`src/rtl/chirp_ref_pkg.sv`:
```
// Shared defaults and FSM encoding for the chirp reference coefficient sequencer.
package chirp_ref_pkg;
    localparam int ORDER  = 60;
    localparam int ADDR_W = 32;
    localparam int DATA_W = 16;
    localparam int TAP_W  = 6;

    typedef enum logic [1:0] {
        IDLE  = 2'd0,
        RUN   = 2'd1,
        DRAIN = 2'd2
    } state_e;
endpackage

```
`src/rtl/chirp_ref_sequencer_fifo.sv`:
```
// 2-entry skid FIFO holding {tap,last,re,im} beats; head reads as zero when empty.
module coef_skid_fifo #(
    parameter int W = 39
) (
    input  logic         clk_i,
    input  logic         rst_ni,
    input  logic         flush_i,
    input  logic         push_i,
    input  logic [W-1:0] push_data_i,
    input  logic         pop_i,
    output logic [W-1:0] head_o,
    output logic [1:0]   count_o
);
    logic [W-1:0] ent0_q, ent1_q;
    logic [1:0]   count_q;

    always_ff @(posedge clk_i) begin
        if (!rst_ni) begin
            ent0_q  <= '0;
            ent1_q  <= '0;
            count_q <= 2'd0;
        end else if (flush_i) begin
            count_q <= 2'd0;
        end else begin
            // Caller never pushes into a full FIFO nor pops an empty one.
            case ({push_i, pop_i})
                2'b10: begin
                    if (count_q == 2'd0) ent0_q <= push_data_i;
                    else                 ent1_q <= push_data_i;
                    count_q <= count_q + 2'd1;
                end
                2'b01: begin
                    ent0_q  <= ent1_q;
                    count_q <= count_q - 2'd1;
                end
                2'b11: begin
                    if (count_q == 2'd1) begin
                        ent0_q <= push_data_i;
                    end else begin
                        ent0_q <= ent1_q;
                        ent1_q <= push_data_i;
                    end
                end
                default: ;
            endcase
        end
    end

    assign head_o  = (count_q != 2'd0) ? ent0_q : '0;
    assign count_o = count_q;
endmodule

```
`src/rtl/chirp_ref_sequencer.sv`:
```
// Sweeps the chirp coefficient ROMs 0..ORDER and streams {re,im,tap} beats with valid/ready.
module chirp_ref_sequencer
    import chirp_ref_pkg::*;
#(
    parameter int ORDER_P  = ORDER,
    parameter int ADDR_W_P = ADDR_W,
    parameter int DATA_W_P = DATA_W,
    parameter int TAP_W_P  = TAP_W
) (
    input  logic                clk_i,
    input  logic                rst_ni,
    input  logic                start_i,
    input  logic                abort_i,
    input  logic                continuous_i,
    output logic                rom_en_o,
    output logic [ADDR_W_P-1:0] rom_addr_o,
    input  logic [DATA_W_P-1:0] rom_re_data_i,
    input  logic [DATA_W_P-1:0] rom_im_data_i,
    output logic [DATA_W_P-1:0] coef_re_o,
    output logic [DATA_W_P-1:0] coef_im_o,
    output logic [TAP_W_P-1:0]  coef_tap_o,
    output logic                coef_last_o,
    output logic                coef_valid_o,
    input  logic                coef_ready_i,
    output logic                busy_o,
    output logic                done_o
);
    localparam int BW = TAP_W_P + 1 + 2 * DATA_W_P;
    localparam logic [TAP_W_P-1:0] LAST_TAP = TAP_W_P'(ORDER_P);

    state_e               state_q;
    logic [TAP_W_P-1:0]   tap_q, pend_tap_q, addr_q;
    logic                 pending_q, done_q;
    logic [1:0]           fifo_cnt;
    logic [BW-1:0]        head, push_data;
    logic                 pop, push, issue;
    logic [2:0]           in_use;

    assign coef_valid_o = (fifo_cnt != 2'd0);
    assign pop          = coef_valid_o & coef_ready_i;
    assign push         = pending_q & ~abort_i;
    // Slots committed to buffered or in-flight beats once this cycle's accept retires.
    assign in_use       = 3'(fifo_cnt) + 3'(pending_q) - 3'(pop);
    assign issue        = (state_q == RUN) & ~abort_i & (in_use < 3'd2);
    assign push_data    = {pend_tap_q, pend_tap_q == LAST_TAP, rom_re_data_i, rom_im_data_i};

    coef_skid_fifo #(.W(BW)) u_fifo (
        .clk_i       (clk_i),
        .rst_ni      (rst_ni),
        .flush_i     (abort_i),
        .push_i      (push),
        .push_data_i (push_data),
        .pop_i       (pop),
        .head_o      (head),
        .count_o     (fifo_cnt)
    );

    assign {coef_tap_o, coef_last_o, coef_re_o, coef_im_o} = head;
    assign rom_en_o   = issue;
    assign rom_addr_o = ADDR_W_P'(issue ? tap_q : addr_q);
    assign busy_o     = (state_q != IDLE);
    assign done_o     = done_q;

    always_ff @(posedge clk_i) begin
        if (!rst_ni) begin
            state_q    <= IDLE;
            tap_q      <= '0;
            pend_tap_q <= '0;
            addr_q     <= '0;
            pending_q  <= 1'b0;
            done_q     <= 1'b0;
        end else begin
            done_q    <= 1'b0;
            pending_q <= issue;
            if (issue) begin
                pend_tap_q <= tap_q;
                addr_q     <= tap_q;
                tap_q      <= (tap_q == LAST_TAP) ? '0 : tap_q + 1'b1;
            end
            if (abort_i) begin
                state_q <= IDLE;
                tap_q   <= '0;
            end else begin
                case (state_q)
                    IDLE: if (start_i) begin
                        state_q <= RUN;
                        tap_q   <= '0;
                    end
                    RUN: if (issue && tap_q == LAST_TAP && !continuous_i) state_q <= DRAIN;
                    DRAIN: begin
                        // Final beat retires this cycle (or already has): finish next edge.
                        if (!pending_q && (fifo_cnt == 2'd0 || (fifo_cnt == 2'd1 && pop))) begin
                            state_q <= IDLE;
                            done_q  <= 1'b1;
                        end
                    end
                    default: state_q <= IDLE;
                endcase
            end
        end
    end
endmodule

```
`config.mk`:
```
export PLATFORM = sky130hd
export DESIGN_NAME = chirp_ref_sequencer
export DESIGN_NICKNAME = d
export VERILOG_FILES = /design/src/rtl/chirp_ref_pkg.sv /design/src/rtl/chirp_ref_sequencer_fifo.sv /design/src/rtl/chirp_ref_sequencer.sv
export SDC_FILE = /design/constraint.sdc
export NUM_CORES = 1
export LEC_CHECK = 0
export ABC_AREA = 1
export ABC_CLOCK_PERIOD_IN_PS = 8600
export CAP_MARGIN = 20
export CORE_ASPECT_RATIO = 1.75
export CORE_MARGIN = 8
export CORE_UTILIZATION = 35
export CTS_CLUSTER_DIAMETER = 30
export DETAILED_ROUTE_END_ITERATION = 12
export SETUP_SLACK_MARGIN = 0.15
export SYNTH_ARGS = -nofsm -noshare
export SYNTH_HDL_FRONTEND = slang
export SYNTH_SLANG_ARGS = --single-unit
```
`constraint.sdc`:
```
create_clock -name clk_i -period 8.6 [get_ports clk_i]
set_clock_uncertainty 0.05 [all_clocks]
set_input_delay 1.29 -clock clk_i [delete_from_list [all_inputs] [get_ports clk_i]]
set_output_delay 1.29 -clock clk_i [all_outputs]
set_load 0.01 [all_outputs]
```
==> results.json <==
{
  "min_period_ns": 6.464,
  "comb_power_share": 0.075,
  "final_hold_viol_count": 0,
  "pwr-share-clk": 0.440,
  "viasPerCell": 4.661,
  "cp.arrival_ns": 5.12,
  "die_y_um": 169.6,
  "hold_start": "state_q[0]",
  "fin_ws_ns": 2.136,
  "max-vdd-ir-drop_mv": 0.1103,
  "dieArea_um2": 17590,
  "syn-instance-count": 689,
  "grt_pass1_wl_um": 19550,
  "fin_util": 0.4388,
  "ios": 113,
  "ant_nets": 0,
  "crit_path_start_kind": "input pin",
  "post_cts_buffers": 0,
  "fin_crit_sh": 0.7517,
  "path_clk_slew_ns": 0.07,
  "fin_cells": 926,
  "clock-sinks": 96,
  "drv_cap": 0,
  "relSlewSlack": 0.3750,
  "cp_max_fo": 42,
  "cts_resized": 0,
  "syn2layout_area_growth_pct": 23.85,
  "power_density_nw_per_um2": 159.2,
  "wirelength_um": 12030,
  "hp-class": "flip-flop to flip-flop",
  "numCtsBuffers": 9,
  "layout_common_cells": "136 x nor2_1, 107 x inv_1, 96 x dfxtp_1",
  "fin_setup_tns_ns": 0,
  "port_buffers": 86,
  "worstPathRequired_ns": 7.26,
  "place_ws_ns": 2.182,
  "setup_viol": 0,
  "power_frac_seq": 0.485,
  "syn_area_um2": 4717,
  "start_util": 0.3543,
  "rr_startpoint": "u_fifo.count_o[1]",
  "grt_antenna_before_repair": 0,
  "cell_internal_pwr_w": 0.0007134,
  "switching_share": 0.2332,
  "max_freq_ghz": 0.1547,
  "hold_slack_ns": 0.4363,
  "first_global_vias": 4280,
  "placementRows": 56,
  "yosysSeqAreaShare": 0.4074,
  "core_area_um2": 13310,
  "htreeDepth": 3,
  "layout_commonest_cell": "nor2_1",
  "overflow": 0,
  "clockBufferDepth": 2,
  "drive_above_1_share": 0.04122,
  "dpl.hpwl_um": 8383,
  "drc": 0,
  "first_pass_iters": 5,
  "ctsHoldBuffers": 0,
  "wire_per_inst_um": 12.99,
  "ys_ff_latch": 96,
  "clk_latency_ns": 0.34,
  "switchingPower_w": 0.0002169,
  "synth_cell_types": 28,
  "syn_avg_cell_area_um2": 6.846,
  "rsz0062_at_grt": "false",
  "n_antenna_cell": 0,
  "grt_max_degree": 79,
  "p_leak_nw": 2.358,
  "crit_path_start": "coef_ready_i",
  "place.gp.congestion": 0.8628,
  "placedCellCount": 909,
  "tightest_slew_ns": 0.9354,
  "endpoint_kind": "output pin",
  "crit_type": "input pin to output pin",
  "drt-initial-drc-count": 176,
  "tritoncts": "built",
  "dr_total_vias": 4316,
  "yosysWarnings": 0,
  "dieWidth_um": 103.8,
  "gr-usage-all-layers": 0.1342,
  "slew_viol_final": 0,
  "status": "finished clean",
  "layout.nets": 794,
  "cts-root-buf": "clkbuf_16"
}
path summary, 6_finish.rpt:
path | slack (ns) | cells after the start | to
hold / removal | 0.44 | 1 | done_o
setup / recovery | 2.14 | 13 | rom_addr_o[0]
hold reg to reg | 0.44 | 1 | done_o
setup reg to reg | 4.37 | 15 | tap_q[5]
per-layer routing:
layer  global-route usage  vias to the layer above  routed length [µm]
met1               0.1327                     1971                4765
li1                     -                     2228                   -
met4              0.05826                        0                 202
met5                    0                        -                   0
met2               0.2570                      103                6414
met3              0.03384                       14                 646
flip-flops by register name, summed over array words and instances, names as in the netlist:
register / cells
done_o: 1
state_q: 2
tap_q: 6
u_fifo.ent0_q: 39
u_fifo.count_o: 2
u_fifo.ent1_q: 39
pending_q: 1
addr_q: 6
worst max-delay path, stage by stage:
cell             delay, ns
clkdlybuf4s50_1       0.51
nand2_4               0.10
inv_2                 0.56
ha_1                  0.37
or2_2                 0.31
fa_1                  0.52
nand2_1               0.07
nor2_1                0.10
nand2_1               0.28
nor2_1                0.30
inv_1                 0.09
nand2_1               0.07
clkdlybuf4s50_1       0.55
metrics by stage:
| step | instance area, µm² | power [W] |
|---|---|---|
| 4_1_cts | 5822 | 0.0009385 |
| 3_3_place_gp | 5517 | 0.0005293 |
| 3_5_place_dp | 5517 | 0.0005307 |
| 2_1_floorplan | 4811 | 0.0005079 |
| 5_1_grt | 5842 | 0.0009643 |
| 6_report | 5842 | 0.0009303 |
area by class of cell:
cell class,instances,area [µm²]
Timing Repair Buffer,90,903.4
Clock buffer,10,239.0
Tap cell,174,217.7
Fill cell,1421,7471
Inverter,111,416.7
Multi-Input combinational cell,439,2077
Sequential cell,96,1922
Clock inverter,6,66.31
power groups by stage:
stage	Combinational (W)	Sequential (W)	Clock, W
floorplan	0.0000470	0.000461	0
global placement	0.0000682	0.000461	0
detailed placement	0.0000693	0.000461	0
CTS	0.0000697	0.000451	0.000418
global route	0.0000777	0.000451	0.000435
finish	0.0000694	0.000451	0.000410
cells by family after synthesis:
| group | after synthesis | share of synthesized area |
|---|---|---|
| flops | 96 | 0.4074 |
| compound gates | 176 | 0.1902 |
| buf+inv | 179 | 0.1743 |
| xor+xnor | 3 | 0.005571 |
| other cells | 1 | 0.0007950 |
| fa+ha+maj | 9 | 0.02547 |
| simple gates | 225 | 0.1963 |
cell usage after synthesis:
cell type,n,share of area
ha_1,8,0.021
clkbuf_1,15,0.012
conb_1,1,0.00079
nand2_4,1,0.0024
inv_2,3,0.0024
buf_6,2,0.0048
or2_2,2,0.0027
nand4_1,2,0.0027
buf_4,29,0.046
fa_1,1,0.0042
o21ai_0,76,0.081
nor4_1,1,0.0013
inv_1,108,0.086
a21oi_1,85,0.090
nand3_1,42,0.045
nand3b_1,1,0.0016
a21oi_2,1,0.0019
o21ai_1,12,0.013
nand2_1,37,0.029
nor2_2,1,0.0013
a31oi_1,1,0.0013
buf_1,1,0.00079
xor2_1,3,0.0056
nor2_1,136,0.11
buf_2,21,0.022
a21oi_4,1,0.0034
dfxtp_1,96,0.41
nor3_1,2,0.0021
(Power assumes the default switching activity.)
==> variant 1 (config.mk and constraints unchanged) <==
Set the package constant `TAP_W` to 7 (it was 6).
--- a/src/rtl/chirp_ref_pkg.sv
+++ b/src/rtl/chirp_ref_pkg.sv
@@ -4,5 +4,5 @@
     localparam int ADDR_W = 32;
     localparam int DATA_W = 16;
-    localparam int TAP_W  = 6;
+    localparam int TAP_W  = 7;
 
     typedef enum logic [1:0] {
Ports: changed (resized coef_tap_o); port bits go from 113 to 114. The function was not compared with the original's and may differ.
==> variant 1 against the unedited design <==
- worst setup slack better by 0.25 ns
- total power up 1.5%
- area after synthesis up 6.7%
- routed wire length up 10%
- first-iteration DRC count up 34%
- sequential cell count up 4
- fmax up 4.0%
- register-to-register slack worse by 0.02 ns
- design area up 6.4%
- critical path type unchanged
- largest cell class unchanged
- highest routed layer unchanged
==> variant 1: results (changes against the unedited design) <==
RUN_STATUS='complete, no violations'
WORST_EP_ARRIVAL_TIME_NS=4.87  # -0.25 ns
DRIVE_ABOVE_1_SHARE_PCT=4.29  # +0.17 points
HOLD_SLACK_NS=0.406  # -0.0307 ns
NUM-FILL-CELLS=1529  # +7.6%
MEAN_ROUTED_WIRELENGTH_PER_CELL_MICRONS=13.3  # +2.5%
GRT_PASS1_WL_MICRONS=21900  # +12%
LAYOUT.NETS=857  # +7.9%
YOSYS.AREA_SHARE.ADDER_PCT=2.39  # -0.16 points
POST_SYNTH_XOR_AREA_FRACTION_PCT=0.348  # -0.21 points
SYNTH_COMPOUND_GATE_AREA_SHARE_PCT=14.6  # -4.4 points
CPPEAKSTAGEDELAY_NS=0.58  # +0.02 ns
PIN_COUNT_OF_THE_BIGGEST_NET_ENTERING_GLOBAL_ROUTING=81  # +2.5%
POST_CTS.RESIZED_INSTANCES=0  # unchanged
NUMPORTBUFFERS=88  # +2.3%
POST_SYNTH_MOST_FREQUENT_CELLS='sky130_fd_sc_hd__nor2_1, sky130_fd_sc_hd__inv_1, sky130_fd_sc_hd__dfxtp_1, sky130_fd_sc_hd__a21oi_1, sky130_fd_sc_hd__nand3_1'
NETLIST_TOP_CELLS_AREA='sky130_fd_sc_hd__dfxtp_1, sky130_fd_sc_hd__nor2_1, sky130_fd_sc_hd__a21oi_1'
DRTITER0DRC=236  # +34%
R2R_SLACK_NS=4.35  # -0.02 ns
NETLIST-CELL-TYPE-COUNT=31  # +11%
PLACED_AREA_SQ_UM=5900  # +6.9%
IR_DROP_mV=0.0837  # -24%
TOTAL_LEAKAGE_POWER_nW=2.36  # +0.22%
SYNTH-SEQ-AREA-SHARE_PCT=39.8  # -0.97 points
FIRST_GLOBAL_VIAS=4507  # +5.3%
MET1_USAGE_PCT=16.3  # +3.0 points
DETAILROUTE.VIA_COUNT=4675  # +8.3%
GRTUSAGEMET3_PCT=2.58  # -0.80 points
TOP_REGS='u_fifo.ent0_q: 40 flops, u_fifo.ent1_q: 40 flops'
==> variant 1: cell type report <==
| class | instances | area [sq um] | share of cell area, % |
|---|---|---|---|
| Sequential cell | 100 | 2000 | 32.2 |
| Clock buffer | 10 | 229 | 3.68 |
| Multi-Input combinational cell | 495 | 2340 | 37.6 |
| Timing Repair Buffer | 93 | 938 | 15.1 |
| Tap cell | 180 | 225 | 3.62 |
| Clock inverter | 6 | 63.8 | 1.03 |
| Inverter | 111 | 418 | 6.72 |
==> variant 1: routing by layer <==
layer  part of all wire (%)  up-vias
met3                    5.4       10
met1                     41     2122
met2                     53      119
met5                      0        -
met4                    1.0        0
li1                       -     2424
==> variant 1: through the flow <==
stage	cells	setup WS, ns	power (mW)
after CTS	994	2.34	0.958
after detailed placement	978	2.36	0.554
final	995	2.39	0.945
after global routing	995	2.04	0.987
after global placement	978	2.40	0.554
after floorplan	778	3.89	0.527
==> variant 1: where the power goes <==
group	internal [mW]	switching [mW]
Clock	0.226	0.176
Sequential	0.467	0.00176
Combinational	0.0297	0.0449
==> variant 2 (config.mk and constraints unchanged) <==
Without the edit above. Re-encode `state_e` (3 states) as one-hot, 3 bits wide.
--- a/src/rtl/chirp_ref_pkg.sv
+++ b/src/rtl/chirp_ref_pkg.sv
@@ -6,8 +6,8 @@
     localparam int TAP_W  = 6;
 
-    typedef enum logic [1:0] {
-        IDLE  = 2'd0,
-        RUN   = 2'd1,
-        DRAIN = 2'd2
+    typedef enum logic [2:0] {
+        IDLE  = 3'b001,
+        RUN   = 3'b010,
+        DRAIN = 3'b100
     } state_e;
 endpackage
Formal check against the unedited RTL: same outputs for any inputs over 4 cycles, from zero or initial values and one cycle with rst_ni low; so few cycles prove little.
==> variant 2 against the unedited design <==
- area after synthesis is 2.9% lower
- sequential power hardly changed
- total power is 1.0% lower
- design area decreased by 1.8%
- register-to-register slack improved by 0.17 ns
- worst setup slack improved by 0.36 ns
- clock power rose by 2%
- sequential cell count grew 1
- routed wire length increased by 0.35%
- via count is 2.5% lower
- hold slack lost 0.0021 ns
- count of clock-buffer cells in the layout fell by 1
- critical endpoint is now rom_addr_o[3]
- highest routed layer unchanged
==> variant 2: results (changes against the unedited design) <==
MULTIINPUTCOMBCELLCOUNT=432  # -1.6%
CTS.REPAIR_TIMING.SETUP_BUFFER_COUNT=0  # unchanged
NETLIST-CELL-TYPE-COUNT=32  # +14%
MULTI_INPUT_AREA_SHARE_PCT=36.3  # +0.78 points
TIMING.HOLD.WORST.CLASS='reg -> reg'
N_CLOCK_BUFFER=9  # -1
LAYOUT.NETS=753  # -5.2%
PIN_COUNT_OF_THE_BIGGEST_NET_ENTERING_GLOBAL_ROUTING=80  # +1.3%
AREA_SHARE_NONCLK_BUFFERS_PCT=15.8  # +0.33 points
INVERTERS=75  # -32%
POST-PLACE-CELLS=865  # -4.8%
GRT_PASS1_WL_MICRONS=19700  # +0.95%
CLOCK-SINKS=97  # +1.0%
POST_SYNTH_MOST_FREQUENT_CELLS='sky130_fd_sc_hd__nor2_1, sky130_fd_sc_hd__dfxtp_1, sky130_fd_sc_hd__inv_1, sky130_fd_sc_hd__nand2_1, sky130_fd_sc_hd__o21ai_0'
MEAN_ROUTED_WIRELENGTH_PER_CELL_MICRONS=13.7  # +5.6%
RUN_STATUS='complete, no violations'
DETAILROUTE.VIA_COUNT=4208  # -2.5%
NETLIST_TOP_CELLS_AREA='sky130_fd_sc_hd__dfxtp_1, sky130_fd_sc_hd__nor2_1, sky130_fd_sc_hd__o21ai_0'
GLOBALPLACE.CONGESTION=0.775  # -10%
SEQAREAFRACTION_PCT=33.9  # +0.97 points
IR_DROP_mV=0.0970  # -12%
TOTAL_LEAKAGE_POWER_nW=2.15  # -8.8%
CLOCK_TREE_AREA_FRACTION_PCT=5.37  # +0.14 points
WORST_EP_ARRIVAL_TIME_NS=4.76  # -0.36 ns
POSTSYNTHCELLCOUNT=645  # -6.4%
ITERATION_COUNT_OF_THE_INITIAL_DETAILED_ROUTING_PASS=4  # -1
DRTITER0DRC=254  # +44%
FINISH.CELL_COUNT_WITHOUT_FILLERS=880  # -5.0%
BUFFERS_EXCL_CLOCK=91  # +1.1%
DRIVE_ABOVE_1_SHARE_PCT=4.51  # +0.39 points
NUM-FILL-CELLS=1335  # -6.1%
variant 2: cell count changes in the layout (fill, tap and decap cells not counted), moves of 2 or more:
cell	before	now
sky130_fd_sc_hd__a21oi_1	85	11
sky130_fd_sc_hd__a31oi_1	1	39
sky130_fd_sc_hd__inv_1	107	71
sky130_fd_sc_hd__inv_6	2	0
sky130_fd_sc_hd__nand2_1	37	69
sky130_fd_sc_hd__nand3_1	42	45
sky130_fd_sc_hd__nand4_1	2	5
sky130_fd_sc_hd__nor2_1	136	123
sky130_fd_sc_hd__o21ai_0	76	69
sky130_fd_sc_hd__o21ai_1	12	18
sky130_fd_sc_hd__o21bai_1	0	2
variant 2: through the flow:
step | utilization (%) | instance area (sq um)
floorplan | - | 4680
global placement | 42.0 | 5410
detailed placement | 42.0 | 5410
CTS | 44.4 | 5710
global route | 44.6 | 5730
finish | 44.6 | 5730
variant 2: report_power, final:
part	switching, mW	internal (mW)	leakage (nW)
clock network	0.167	0.252	0.151
logic	0.0268	0.0230	1.22
registers	0.00107	0.451	0.781
variant 2: critical path, stage by stage:
cell	delay (ns)
sky130_fd_sc_hd__clkdlybuf4s50_1	0.48
sky130_fd_sc_hd__nand2_2	0.10
sky130_fd_sc_hd__inv_1	0.07
sky130_fd_sc_hd__buf_4	0.40
sky130_fd_sc_hd__ha_1	0.33
sky130_fd_sc_hd__or2_2	0.31
sky130_fd_sc_hd__fa_1	0.49
sky130_fd_sc_hd__nand3_1	0.12
sky130_fd_sc_hd__nor2_4	0.22
sky130_fd_sc_hd__inv_2	0.17
sky130_fd_sc_hd__nand2_1	0.09
sky130_fd_sc_hd__o21ai_1	0.07
sky130_fd_sc_hd__inv_1	0.06
sky130_fd_sc_hd__clkdlybuf4s50_1	0.53
variant 2: path summary, 6_finish.rpt:
kind	startpoint	to	slack, ns	depth (start not counted)
worst max register to register	u_fifo.count_o[1]$_SDFFE_PP0P_	tap_q[2]$_SDFF_PP0_	4.54	14
worst min-delay path	u_fifo.ent1_q[25]$_SDFFE_PN0P_	u_fifo.ent1_q[25]$_SDFFE_PN0P_	0.43	2
worst min register to register	u_fifo.ent1_q[25]$_SDFFE_PN0P_	u_fifo.ent1_q[25]$_SDFFE_PN0P_	0.43	2
worst max-delay path	coef_ready_i	rom_addr_o[3]	2.50	14
variant 2: logic make-up (layout without fill, tap and decap cells):
kind of cell    count (synthesis)  count (layout)  share of synthesized area (%)
simple gates                  252             252                           22.8
compound gates                142             142                           17.1
buf+inv                       141             180                           14.4
flops                          97              97                           42.4
fa+ha+maj                       9               9                           2.62
xor+xnor                        3               3                          0.574
other cells                     1              26                         0.0818
variant 2: metal layers:
metal  wire, microns  global-route usage [%]  share of wire (%)
met1            4930                    15.2                 41
met2            6120                    26.1                 51
met3             778                    2.91                6.4
met4             235                    5.98                1.9
met5               0                       0                  0
